File: src/rtl/usb_tx_arbiter.sv
// usb_tx_arbiter
//   Packet-atomic arbiter that shares the single ULPI transmit AXI4-Stream
//   between several packet encoders (handshake responder, control data, bulk
//   data). Source 0 has fixed top priority. The other sources are served
//   round-robin. A grant is held until the beat carrying tlast has
//   transferred. After that, HOLDOFF idle cycles are forced before the next
//   grant. No new packet starts while usb_busy_i is high.
//
// Ports
//   clock, reset         usb_clock domain clock; asynchronous active-high reset
//   usb_busy_i           PHY owns the bus / receive in progress (blocks new grants)
//   s_t*_i / s_tready_o  per-source AXI4-Stream inputs; source k data at [k*WIDTH +: WIDTH]
//   m_t*_o / m_tready_i  merged AXI4-Stream output toward the ULPI interface
//   grant_o              one-hot current owner (0 when no owner)
//   active_o             high while a packet is being forwarded
//   error_o              one-cycle pulse on a mid-packet stall timeout
//
// Build option
//   USB_TX_ARB_TIMEOUT_EN : adds a stall counter. If the owner stays idle for
//                           TIMEOUT cycles in mid-packet, the grant is dropped
//                           and error_o pulses. Without it, error_o is tied 0
//                           and a stall may last indefinitely.

module usb_tx_arbiter #(
  parameter int SOURCES = 3,
  parameter int WIDTH   = 8,
  parameter int HOLDOFF = 2,
  parameter int TIMEOUT = 64
) (
  input  logic                     clock,
  input  logic                     reset,
  input  logic                     usb_busy_i,
  input  logic [SOURCES-1:0]       s_tvalid_i,
  output logic [SOURCES-1:0]       s_tready_o,
  input  logic [SOURCES-1:0]       s_tlast_i,
  input  logic [SOURCES-1:0]       s_tkeep_i,
  input  logic [SOURCES*WIDTH-1:0] s_tdata_i,
  output logic                     m_tvalid_o,
  input  logic                     m_tready_i,
  output logic                     m_tlast_o,
  output logic                     m_tkeep_o,
  output logic [WIDTH-1:0]         m_tdata_o,
  output logic [SOURCES-1:0]       grant_o,
  output logic                     active_o,
  output logic                     error_o
);

  localparam int PW = $clog2(SOURCES);
  localparam int GW = (HOLDOFF > 1) ? $clog2(HOLDOFF) : 1;

  if (SOURCES < 2 || SOURCES > 8 || TIMEOUT < 1) begin : g_bad_param
    $error("usb_tx_arbiter: SOURCES must be 2..8 and TIMEOUT >= 1");
  end

  typedef enum logic [1:0] {IDLE, XFER, GAP} state_t;

  state_t          state, state_nxt;
  logic [PW-1:0]   gidx, gidx_nxt;   // index of current owner, valid in XFER
  logic [PW-1:0]   ptr, ptr_nxt;     // round-robin start point, always 1..SOURCES-1
  logic [GW-1:0]   gap_cnt, gap_nxt;

  logic [SOURCES-1:0][WIDTH-1:0] data_arr;
  assign data_arr = s_tdata_i;

  logic xfer, g_vld, pkt_end, tmo;
  logic sel_any;
  logic [PW-1:0] sel_idx, ptr_inc;

  assign xfer    = (state == XFER);
  assign g_vld   = s_tvalid_i[gidx];
  assign pkt_end = xfer && g_vld && m_tready_i && s_tlast_i[gidx];
  assign ptr_inc = (gidx == PW'(SOURCES-1)) ? PW'(1) : gidx + PW'(1);

  // Source 0 wins outright. Otherwise, scan 1..SOURCES-1 starting at ptr and
  // wrapping back to 1.
  always_comb begin : sel_p
    int idx;
    sel_any = 1'b0;
    sel_idx = '0;
    idx     = 0;
    if (s_tvalid_i[0]) begin
      sel_any = 1'b1;
    end else begin
      for (int i = 0; i < SOURCES-1; i++) begin
        idx = int'(ptr) + i;
        if (idx > SOURCES-1) idx = idx - (SOURCES-1);
        if (!sel_any && s_tvalid_i[idx]) begin
          sel_any = 1'b1;
          sel_idx = PW'(idx);
        end
      end
    end
  end

`ifdef USB_TX_ARB_TIMEOUT_EN
  localparam int TW = $clog2(TIMEOUT + 1);
  logic [TW-1:0] stall_cnt;

  // Counts consecutive mid-packet cycles with the owner's tvalid low.
  // The TIMEOUT-th such cycle ends the packet without a tlast.
  assign tmo     = xfer && !g_vld && (stall_cnt == TW'(TIMEOUT-1));
  assign error_o = tmo;

  always_ff @(posedge clock or posedge reset) begin
    if (reset)                   stall_cnt <= '0;
    else if (xfer && !g_vld && !tmo) stall_cnt <= stall_cnt + TW'(1);
    else                         stall_cnt <= '0;
  end
`else
  assign tmo     = 1'b0;
  assign error_o = 1'b0;
`endif

  always_ff @(posedge clock or posedge reset) begin
    if (reset) begin
      state   <= IDLE;
      gidx    <= '0;
      ptr     <= PW'(1);
      gap_cnt <= '0;
    end else begin
      state   <= state_nxt;
      gidx    <= gidx_nxt;
      ptr     <= ptr_nxt;
      gap_cnt <= gap_nxt;
    end
  end

  always_comb begin
    state_nxt = state;
    gidx_nxt  = gidx;
    ptr_nxt   = ptr;
    gap_nxt   = gap_cnt;
    case (state)
      IDLE: begin
        if (!usb_busy_i && sel_any) begin
          state_nxt = XFER;
          gidx_nxt  = sel_idx;
        end
      end
      XFER: begin
        // Only the end of the packet (or a stall timeout) releases the bus.
        // Busy and higher-priority requests are ignored until then.
        if (pkt_end || tmo) begin
          if (gidx != '0) ptr_nxt = ptr_inc;
          gap_nxt   = '0;
          state_nxt = (HOLDOFF > 0) ? GAP : IDLE;
        end
      end
      GAP: begin
        if (gap_cnt == GW'(HOLDOFF-1)) begin
          gap_nxt   = '0;
          state_nxt = IDLE;
        end else begin
          gap_nxt = gap_cnt + GW'(1);
        end
      end
      default: state_nxt = IDLE;
    endcase
  end

  // Per-source grant/ready decode. Ready reaches only the owner.
  for (genvar k = 0; k < SOURCES; k++) begin : g_src
    assign grant_o[k]    = xfer && (gidx == PW'(k));
    assign s_tready_o[k] = grant_o[k] && m_tready_i;
  end

  // Output is a pure combinational mux of the owner, so no latency is added.
  assign active_o   = xfer;
  assign m_tvalid_o = xfer && g_vld;
  assign m_tlast_o  = xfer && s_tlast_i[gidx];
  assign m_tkeep_o  = xfer && s_tkeep_i[gidx];
  assign m_tdata_o  = xfer ? data_arr[gidx] : '0;

endmodule
File: config.mk
export PLATFORM = sky130hd
export DESIGN_NAME = usb_tx_arbiter
export DESIGN_NICKNAME = d
export VERILOG_FILES = /design/src/rtl/usb_tx_arbiter.sv
export SDC_FILE = /design/constraint.sdc
export NUM_CORES = 1
export LEC_CHECK = 0
export BUFFER_PORTS_ARGS = -buffer_cell sky130_fd_sc_hd__clkbuf_2
export CORE_MARGIN = 2
export CORE_UTILIZATION = 36
export DETAILED_ROUTE_END_ITERATION = 16
export PLACE_DENSITY = 0.72
export SETUP_SLACK_MARGIN = 0.15
export SYNTH_ARGS = -nofsm -noshare
export SYNTH_HDL_FRONTEND = slang
export SYNTH_SLANG_ARGS = --single-unit
File: constraint.sdc
create_clock -name clock -period 1.5 [get_ports clock]
set_input_delay 0.075 -clock clock [delete_from_list [all_inputs] [get_ports clock]]
set_output_delay 0.075 -clock clock [all_outputs]
set_load 0.02 [all_outputs]
**Yosys cells after proc, flatten, opt, wreduce, memory -nomap -nowiden**

Index checks and enable logic that the tools add are counted.

- Flip-flop bits (word level): 7

- Add/subtract/negate cells: 5
- $lt $le $gt $ge: 5
- Equal/unequal tests: 7
- Mux-type cells: 34
- Reduce and logical (&&, ||, !) cells: 23

Operators with widths:

| cell | number |
|---|---|
| two-way mux 32 bit | 4 |
| less-than comparator 32 x 4 -> 1 bit, second input constant | 2 |
| binary-select mux 8 bit (select 2 bit) | 1 |
| two-way mux 8 bit | 2 |
| two-way mux 2 bit | 7 |
| logical AND 1 bit | 13 |
| two-way mux 1 bit | 13 |
| binary-select mux 1 bit (select 2 bit) | 5 |
| one-hot mux 2 bit (3 select lines) | 1 |
| AND reduction 3 bit | 2 |
| == test 2 x 1 -> 1 bit, second input constant | 2 |
| == test 2 bit, second input constant | 2 |
| logical NOT 2 bit | 2 |
| != test 2 bit, second input constant | 2 |
| AND reduction 2 bit | 2 |
| nonzero test 2 bit | 2 |
| subtractor 3 x 2 -> 4 bit, second input constant | 1 |
| adder 2 x 1 -> 3 bit, second input constant | 1 |
| greater-than comparator 3 x 2 -> 1 bit, second input constant | 1 |
| less-than comparator 2 x 3 -> 1 bit, second input constant | 1 |
| subtractor 2 x 2 -> 3 bit, second input constant | 1 |
| adder 2 x 1 -> 2 bit, second input constant | 1 |
| greater-than comparator 2 bit, second input constant | 1 |
| logical NOT 1 bit | 2 |
| other kinds (3) | 3 |

**Longest topological paths before layout**

Gate-level depths: netlist of the first run.

- Depth in word-level cells: 15
- Gate-level depth with buffers: 6
- Mapped depth without buffers: 5

**Least setup slack after synthesis of the first run**

Ideal clock, no wire load.

- Path kind: register to output
- Start point: register gidx[0]
- End point: output port s_tready_o[2]
- Arrival time: 1.596 ns
- Required time: 1.425 ns
- Path slack: -0.171 ns
- Cell stages (with the launch flop): 5
- Cells stage by stage: dfrtp_1 buf_6 buf_2 nor3b_1 and2_1

- Cells in the longest elaborated chain, start to end: 3

RTL lines:

| item | line | source |
|---|---|---|
| start, declared | 58 | `logic [PW-1:0] gidx, gidx_nxt;` |
| start signal, assigned | 122 | `gidx <= gidx_nxt;` |
| == test 2 bit | 163 | `assign grant_o[k] = xfer && (gidx == PW'(k));` |
| logical AND 1 bit | 163 |  |
| via grant_o[2] | 43 | `output logic [SOURCES-1:0] grant_o,` |
| logical AND 1 bit | 164 | `assign s_tready_o[k] = grant_o[k] && m_tready_i;` |
| end, declared | 34 | `output logic [SOURCES-1:0] s_tready_o,` |

The timed path passes the listed nets, and every way through them passes these cells.

**Worst setup path in the final report of the first run**

- Start point: register gidx[0]
- End point: output port m_tvalid_o

- Cells in the longest elaborated chain, start to end: 3

RTL lines:

| item | line | source |
|---|---|---|
| binary-select mux 1 bit (select 2 bit) | 70 | `assign g_vld = s_tvalid_i[gidx];` |
| two-way mux 1 bit (implied by the code) | 70 |  |
| logical AND 1 bit | 169 | `assign m_tvalid_o = xfer && g_vld;` |
| end, declared | 38 | `output logic m_tvalid_o,` |

No other way between the ends. The select of a mux whose other input is x is not followed.

==> flow_summary_export.csv, run 1 <==
group,metric,value,unit
outcome,outcome,"finished, violations left",
outcome,violations,"negative setup slack",
global_route,grt_first_pass_wirelength,4.160,mm
synth,yosysWarnings,0,
global_route,grt_pass1_vias,969,
clocking,clk_latency,280,ps
synth,ys_ff_latch,7,
min_path,hold_class,"primary input to flop",
global_route,grt_antenna_before_repair,0,
detailed_routing,wl_met1,995,um
setup_path,critPathArrivalTime,1520,ps
detailed_routing,top_layer,"met4",
power_and_ir_drop,power_density,2126,nW/um^2
power_and_ir_drop,ir_drop,1.915,mV
power_and_ir_drop,leakagePower,0.7189,nW
setup_path,worstPathCellList,"buf_4 > buf_6 > mux2i_1 > a2bb2oi_2 > nor2_1 > buf_2",
clocking,cts_buffers,3,
setup_path,critPathMaxFanout,4,
clocking,clock_sinks,7,
power_and_ir_drop,p_total,3.078,mW
detailed_routing,firstDrtPassIters,4,
setup_path,cp.required,1420,ps
detailed_routing,routed-wl-met3,235,um
synth,syn_area_per_cell,7.724,um^2
timing,setup_slack,-99.15,ps
clocking,clockRootBuffer,"clkbuf_4",
setup_path,critPathCaptureType,"output port",
placed_design,io_buffers,54,
setup_path,crit_slowest_cell,"dfrtp_2",
floorplan,dieArea,2486,um^2
detailed_routing,dr.first_iter.drc_count,27,
floorplan,rows,16,
setup_path,path_class,"flop to output port",
timing,finalSetupTns,-801.2,ps
layout,area_delta_synth_final,91.24,%
timing,maxClockFrequency,625.3,MHz
setup_path,worstSetupStartpointType,"flop",
global_route,grt_max_degree,10,
timing,fin_crit_sh,106.6,%
floorplan,ios,56,
synth,synth.distinct_cells,27,
detailed_routing,num_vias,995,
synth,synthTopCellsByArea,"dfrtp_1 20%, mux2i_1 13%, nor2_1 11%, a21oi_1 8.6%, mux2_2 4.5%",
clocking,cts.path.max_buffers,2,
setup_path,cp_top_family,"flip-flops",
detailed_routing,ant_nets,0,
layout,drive_gt1_share,61.40,%
synth,ys_seq_area_share,23.31,%
placed_design,gp_congestion,0.7948,
clocking,cts.htree.levels,1,
setup_path,cp_slowest_stage_delay,440,ps
floorplan,die_h,49.86,um
timing,slew_violations,0,
synth,synthCells,98,
detailed_routing,drc,0,
placed_design,dp_hpwl,1.800,mm
layout,layout_commonest_cell,"clkbuf_2",
global_route,track_usage,21.82,%
timing,period_needed,1599,ps
setup_path,cp.buffers_inverters,3,
detailed_routing,wl_met2,1.418,mm
floorplan,initial_core_util,38.19,%
detailed_routing,vias_per_cell,5.025,
layout,fin_nets,209,
timing,hold_ws,118.8,ps
synth,synth.net_count,135,
synth,synth_area_leader_cell,"dfrtp_1",
layout,final_cell_mix,"40 x clkbuf_2, 22 x nor2_1, 18 x buf_4",
flow_run,maxCapViolCount,0,
floorplan,core_area,1982,um^2
layout,antenna_cells,0,
detailed_routing,wl_per_cell,13.53,um
timing,rsz0062_at_grt,"true",
timing,hold_violations,0,
floorplan,die_w,49.86,um
timing,fin_skew,15.77,ps
synth,syn_area,757.0,um^2
clocking,clk_pin_slew,70,ps
global_route,overflow,0,
detailed_routing,drt_wl_total,2.678,mm
timing,setup_viol,14,
clocking,cts_tree,"yes",
synth,synthDominantCellAreaShare,19.83,%
-- cell type report --
type	count	area [um^2]
inverters	4	15.01
fillers	152	534.3
multi-input cells	80	628.1
well taps	27	33.78
flip-flops and latches	7	178.9
clock inverters	1	5.005
repair buffers	76	564.3
clock buffers	3	22.52
-- per-stage QoR --
step / setup slack [ps] / instance area, um^2 / cells / utilization, %
after detailed placement: 18.56 / 1146 / 183 / 57.83
after CTS: -89.93 / 1363 / 195 / 68.75
after floorplan: 85.72 / 797.0 / 98 / -
after global routing: -170.8 / 1448 / 198 / 73.04
final: -99.15 / 1448 / 198 / 73.04
after global placement: 87.70 / 1146 / 183 / 57.83
-- per-layer routing --
layer | vias up | global-route usage, %
li1 | 480 | -
met1 | 456 | 24.72
met2 | 54 | 40.44
met3 | 5 | 6.061
met4 | 0 | 4.167
met5 | - | 0
-- logic make-up after synthesis --
logic type	after synthesis	synth area share [%]
and+or+nand+nor	45	30.74
muxes	15	22.64
AOI/OAI and AO/OA	19	14.21
other	1	0.4954
buffers and inverters	11	8.593
DFF	7	23.31
-- Yosys cell counts --
| cell | count |
|---|---|
| nand4_1 | 2 |
| inv_1 | 4 |
| nor3b_1 | 3 |
| nor3_2 | 1 |
| nor2b_1 | 4 |
| mux2i_1 | 10 |
| nand2_1 | 2 |
| o21ai_0 | 4 |
| dfstp_2 | 1 |
| mux2_2 | 3 |
| nor2_1 | 23 |
| buf_4 | 2 |
| a211oi_1 | 1 |
| nand2b_1 | 2 |
| mux2i_4 | 1 |
| and3b_1 | 1 |
| nor3b_2 | 1 |
| a2bb2oi_2 | 1 |
| clkbuf_1 | 2 |
| nor3_1 | 2 |
| a21oi_1 | 13 |
| buf_6 | 2 |
| conb_1 | 1 |
| buf_2 | 1 |
| dfrtp_1 | 6 |
| mux2_4 | 1 |
| and2_1 | 4 |
-- flip-flops by register name, indices dropped and copies added, names as in the netlist --
name     cells
ptr          2
state        2
gap_cnt      1
gidx         2
-- report_power, final --
group	switching (mW)	internal, mW
sequential	0.0726	0.255
clock	0.0939	0.0985
combinational	1.26	1.30
-- what timing repair did --
item	in CTS	in global routing
buffers inserted	6	3
hold buffers	1	0
hold endpoints to repair	7	0
gates resized for setup	31	28
cloned	1	0
pin swaps	11	8
setup endpoints to repair	24	23
-- worst min-delay path: stages --
cell	delay (ps)
clkbuf_2	120
nand4_1	120
a21oi_1	70
-- final timing paths --
path                                      from                    to  slack (ps)  cells past startpoint
setup / recovery           gidx[0]$_DFFE_PP0P_            m_tvalid_o        -100                      6
hold / removal                      m_tready_i    ptr[0]$_DFFE_PP1P_         120                      3
setup reg to reg           gidx[0]$_DFFE_PP0P_  state[1]$_DFFE_PP0P_         -90                      7
hold reg to reg            gap_cnt$_DFFE_PP0P_   gap_cnt$_DFFE_PP0P_         590                      2
max in group asynchronous                reset    ptr[0]$_DFFE_PP1P_         970                      3
min in group asynchronous                reset    ptr[1]$_DFFE_PP0P_         260                      3
Power figures use the tool's default switching activity.
==> run 2, diff against run 1 <==
Settings changed: CELL_PAD_IN_SITES_DETAIL_PLACEMENT set to 0, CELL_PAD_IN_SITES_GLOBAL_PLACEMENT set to 2, CORE_UTILIZATION 36 to 17, PLACE_DENSITY 0.72 to 0.69.
==> flow_summary_export.csv, run 2 (synthesized netlist as in run 1, its figures left out) <==
group,metric,value,unit
detailed_routing,wl_per_cell,11.47,um
floorplan,dieArea,5003,um^2
clocking,clk_pin_slew,40,ps
layout,final_cell_mix,"41 x clkbuf_2, 22 x nor2_1, 21 x buf_4",
layout,fin_util,33.36,%
clocking,clock_sinks,7,
global_route,grt_max_degree,12,
min_path,min_from,"s_tvalid_i[2]",
layout,area_delta_synth_final,90.58,%
clocking,cts.path.max_buffers,2,
outcome,outcome,"finished, violations left",
setup_path,worstPathCellList,"buf_4 > mux2i_1 > a2bb2oi_2 > buf_4 > nor3_4 > mux2_4",
power_and_ir_drop,power_density,2038,nW/um^2
detailed_routing,drt_wl_total,2.592,mm
power_and_ir_drop,leakagePower,0.7187,nW
outcome,violations,"negative setup slack",
setup_path,critPathCaptureType,"flop",
clocking,clockRootBuffer,"clkbuf_8",
floorplan,die_h,70.73,um
global_route,grt_first_pass_wirelength,4.029,mm
placed_design,postPlaceCellArea,1172,um^2
timing,maxClockFrequency,644.4,MHz
timing,setup_viol,8,
placed_design,dp.cells,209,
clocking,clk_latency,230,ps
detailed_routing,ant_nets,0,
detailed_routing,num_vias,947,
placed_design,gp_congestion,0.7768,
floorplan,initial_core_util,17.51,%
power_and_ir_drop,ir_drop,0.9105,mV
setup_path,cp_top_family,"multiplexers",
global_route,grt_antenna_before_repair,0,
clocking,cts_buffers,3,
setup_path,cp.required,1600,ps
floorplan,ios,56,
detailed_routing,drc,0,
global_route,track_usage,10.12,%
floorplan,die_w,70.73,um
timing,fin_crit_sh,103.5,%
detailed_routing,vias_per_cell,4.190,
setup_path,cp-startpoint,"gidx[0]$_DFFE_PP0P_",
power_and_ir_drop,p_total,2.939,mW
layout,layout_commonest_cell,"clkbuf_2",
setup_path,worstSetupStartpointType,"flop",
global_route,grt_pass1_vias,932,
placed_design,dp_hpwl,2.069,mm
floorplan,core_area,4324,um^2
setup_path,critPathArrivalTime,1660,ps
clocking,cts.htree.levels,1,
timing,setup_slack,-51.78,ps
setup_path,cp.buffers_inverters,2,
layout,reg.largest.list,"gidx (2), ptr (2), state (2)",
layout,fin_area,1443,um^2
flow_run,maxCapViolCount,0,
floorplan,rows,24,
global_route,overflow,0,
detailed_routing,dr.first_iter.drc_count,24,
layout,antenna_cells,0,
timing,hold_violations,0,
timing,fin_skew,3.826,ps
setup_path,cp_slowest_stage_delay,450,ps
layout,drive_gt1_share,60.34,%
setup_path,crit_top_cell,"buf_4",
timing,slew_violations,0,
setup_path,critPathMaxFanout,6,
timing,period_needed,1552,ps
clocking,cts_tree,"yes",
placed_design,io_buffers,54,
layout,final_cell_count_no_fill,226,
min_path,hold_class,"primary input to flop",
setup_path,crit_slowest_cell,"dfrtp_2",
timing,rsz0062_at_grt,"true",
detailed_routing,firstDrtPassIters,4,
layout,fin_nets,212,
setup_path,timing.rr.start,"gidx[0]$_DFFE_PP0P_",
setup_path,path_class,"flop to flop",
[run 2: changes by cell type in the layout (fill, tap and decap cells not counted), sizes merged]
cell	change
buf	+3
clkbuf	+1
clkinv	-1
[run 2: path summary, 6_finish.rpt]
path	to	slack [ps]	depth (start not counted)
max reg2reg	state[1]$_DFFE_PP0P_	-50	6
min reg2reg	ptr[1]$_DFFE_PP0P_	550	2
max in group asynchronous	ptr[0]$_DFFE_PP1P_	920	3
max	state[1]$_DFFE_PP0P_	-50	6
min	ptr[0]$_DFFE_PP1P_	190	3
min in group asynchronous	ptr[1]$_DFFE_PP0P_	310	3
[run 2: routing by layer]
| metal | part of all wire [%] | track usage [%] | vias to the layer above | wire length (um) |
|---|---|---|---|---|
| met2 | 51 | 17.24 | 37 | 1322 |
| met1 | 41 | 12.28 | 429 | 1063 |
| met4 | 0 | 2.516 | 0 | 0 |
| met3 | 7.9 | 3.419 | 0 | 206 |
| li1 | - | - | 481 | - |
| met5 | 0 | 0 | - | 0 |
[run 2: cell type report]
cell class / count / area (um^2)
well taps: 52 / 65.06
inverters: 4 / 15.01
flip-flops and latches: 7 / 178.9
multi-input cells: 80 / 604.3
repair buffers: 79 / 534.3
fillers: 476 / 2882
clock buffers: 4 / 45.04
[run 2: timing repair]
item / 4_1_cts / 5_1_grt
pin swaps: 2 / 6
endpoints found under the setup margin: 24 / 23
resized for setup: 26 / 21
hold buffers: 1 / 0
setup buffers: 4 / 8
hold endpoints to repair: 6 / 0
[run 2: power by group]
group | switching (mW) | internal (mW)
Sequential | 0.0833 | 0.256
Combinational | 1.19 | 1.15
Clock | 0.0784 | 0.184
Total | 1.35 | 1.59
[run 2: per-stage QoR]
stage	setup TNS [ps]	setup WS, ps	hold WS (ps)
5_1_grt	-1466	-131.5	217.9
6_report	-189.9	-51.78	194.2
3_3_place_gp	0	63.35	-1.486
3_5_place_dp	0	17.07	7.309
4_1_cts	-170.9	-49.41	195.4
2_1_floorplan	0	85.72	-122.3
[run 2: worst min-delay path: stages]
cell,delay (ps)
clkbuf_2,130
nand4_1,120
a21oi_1,80
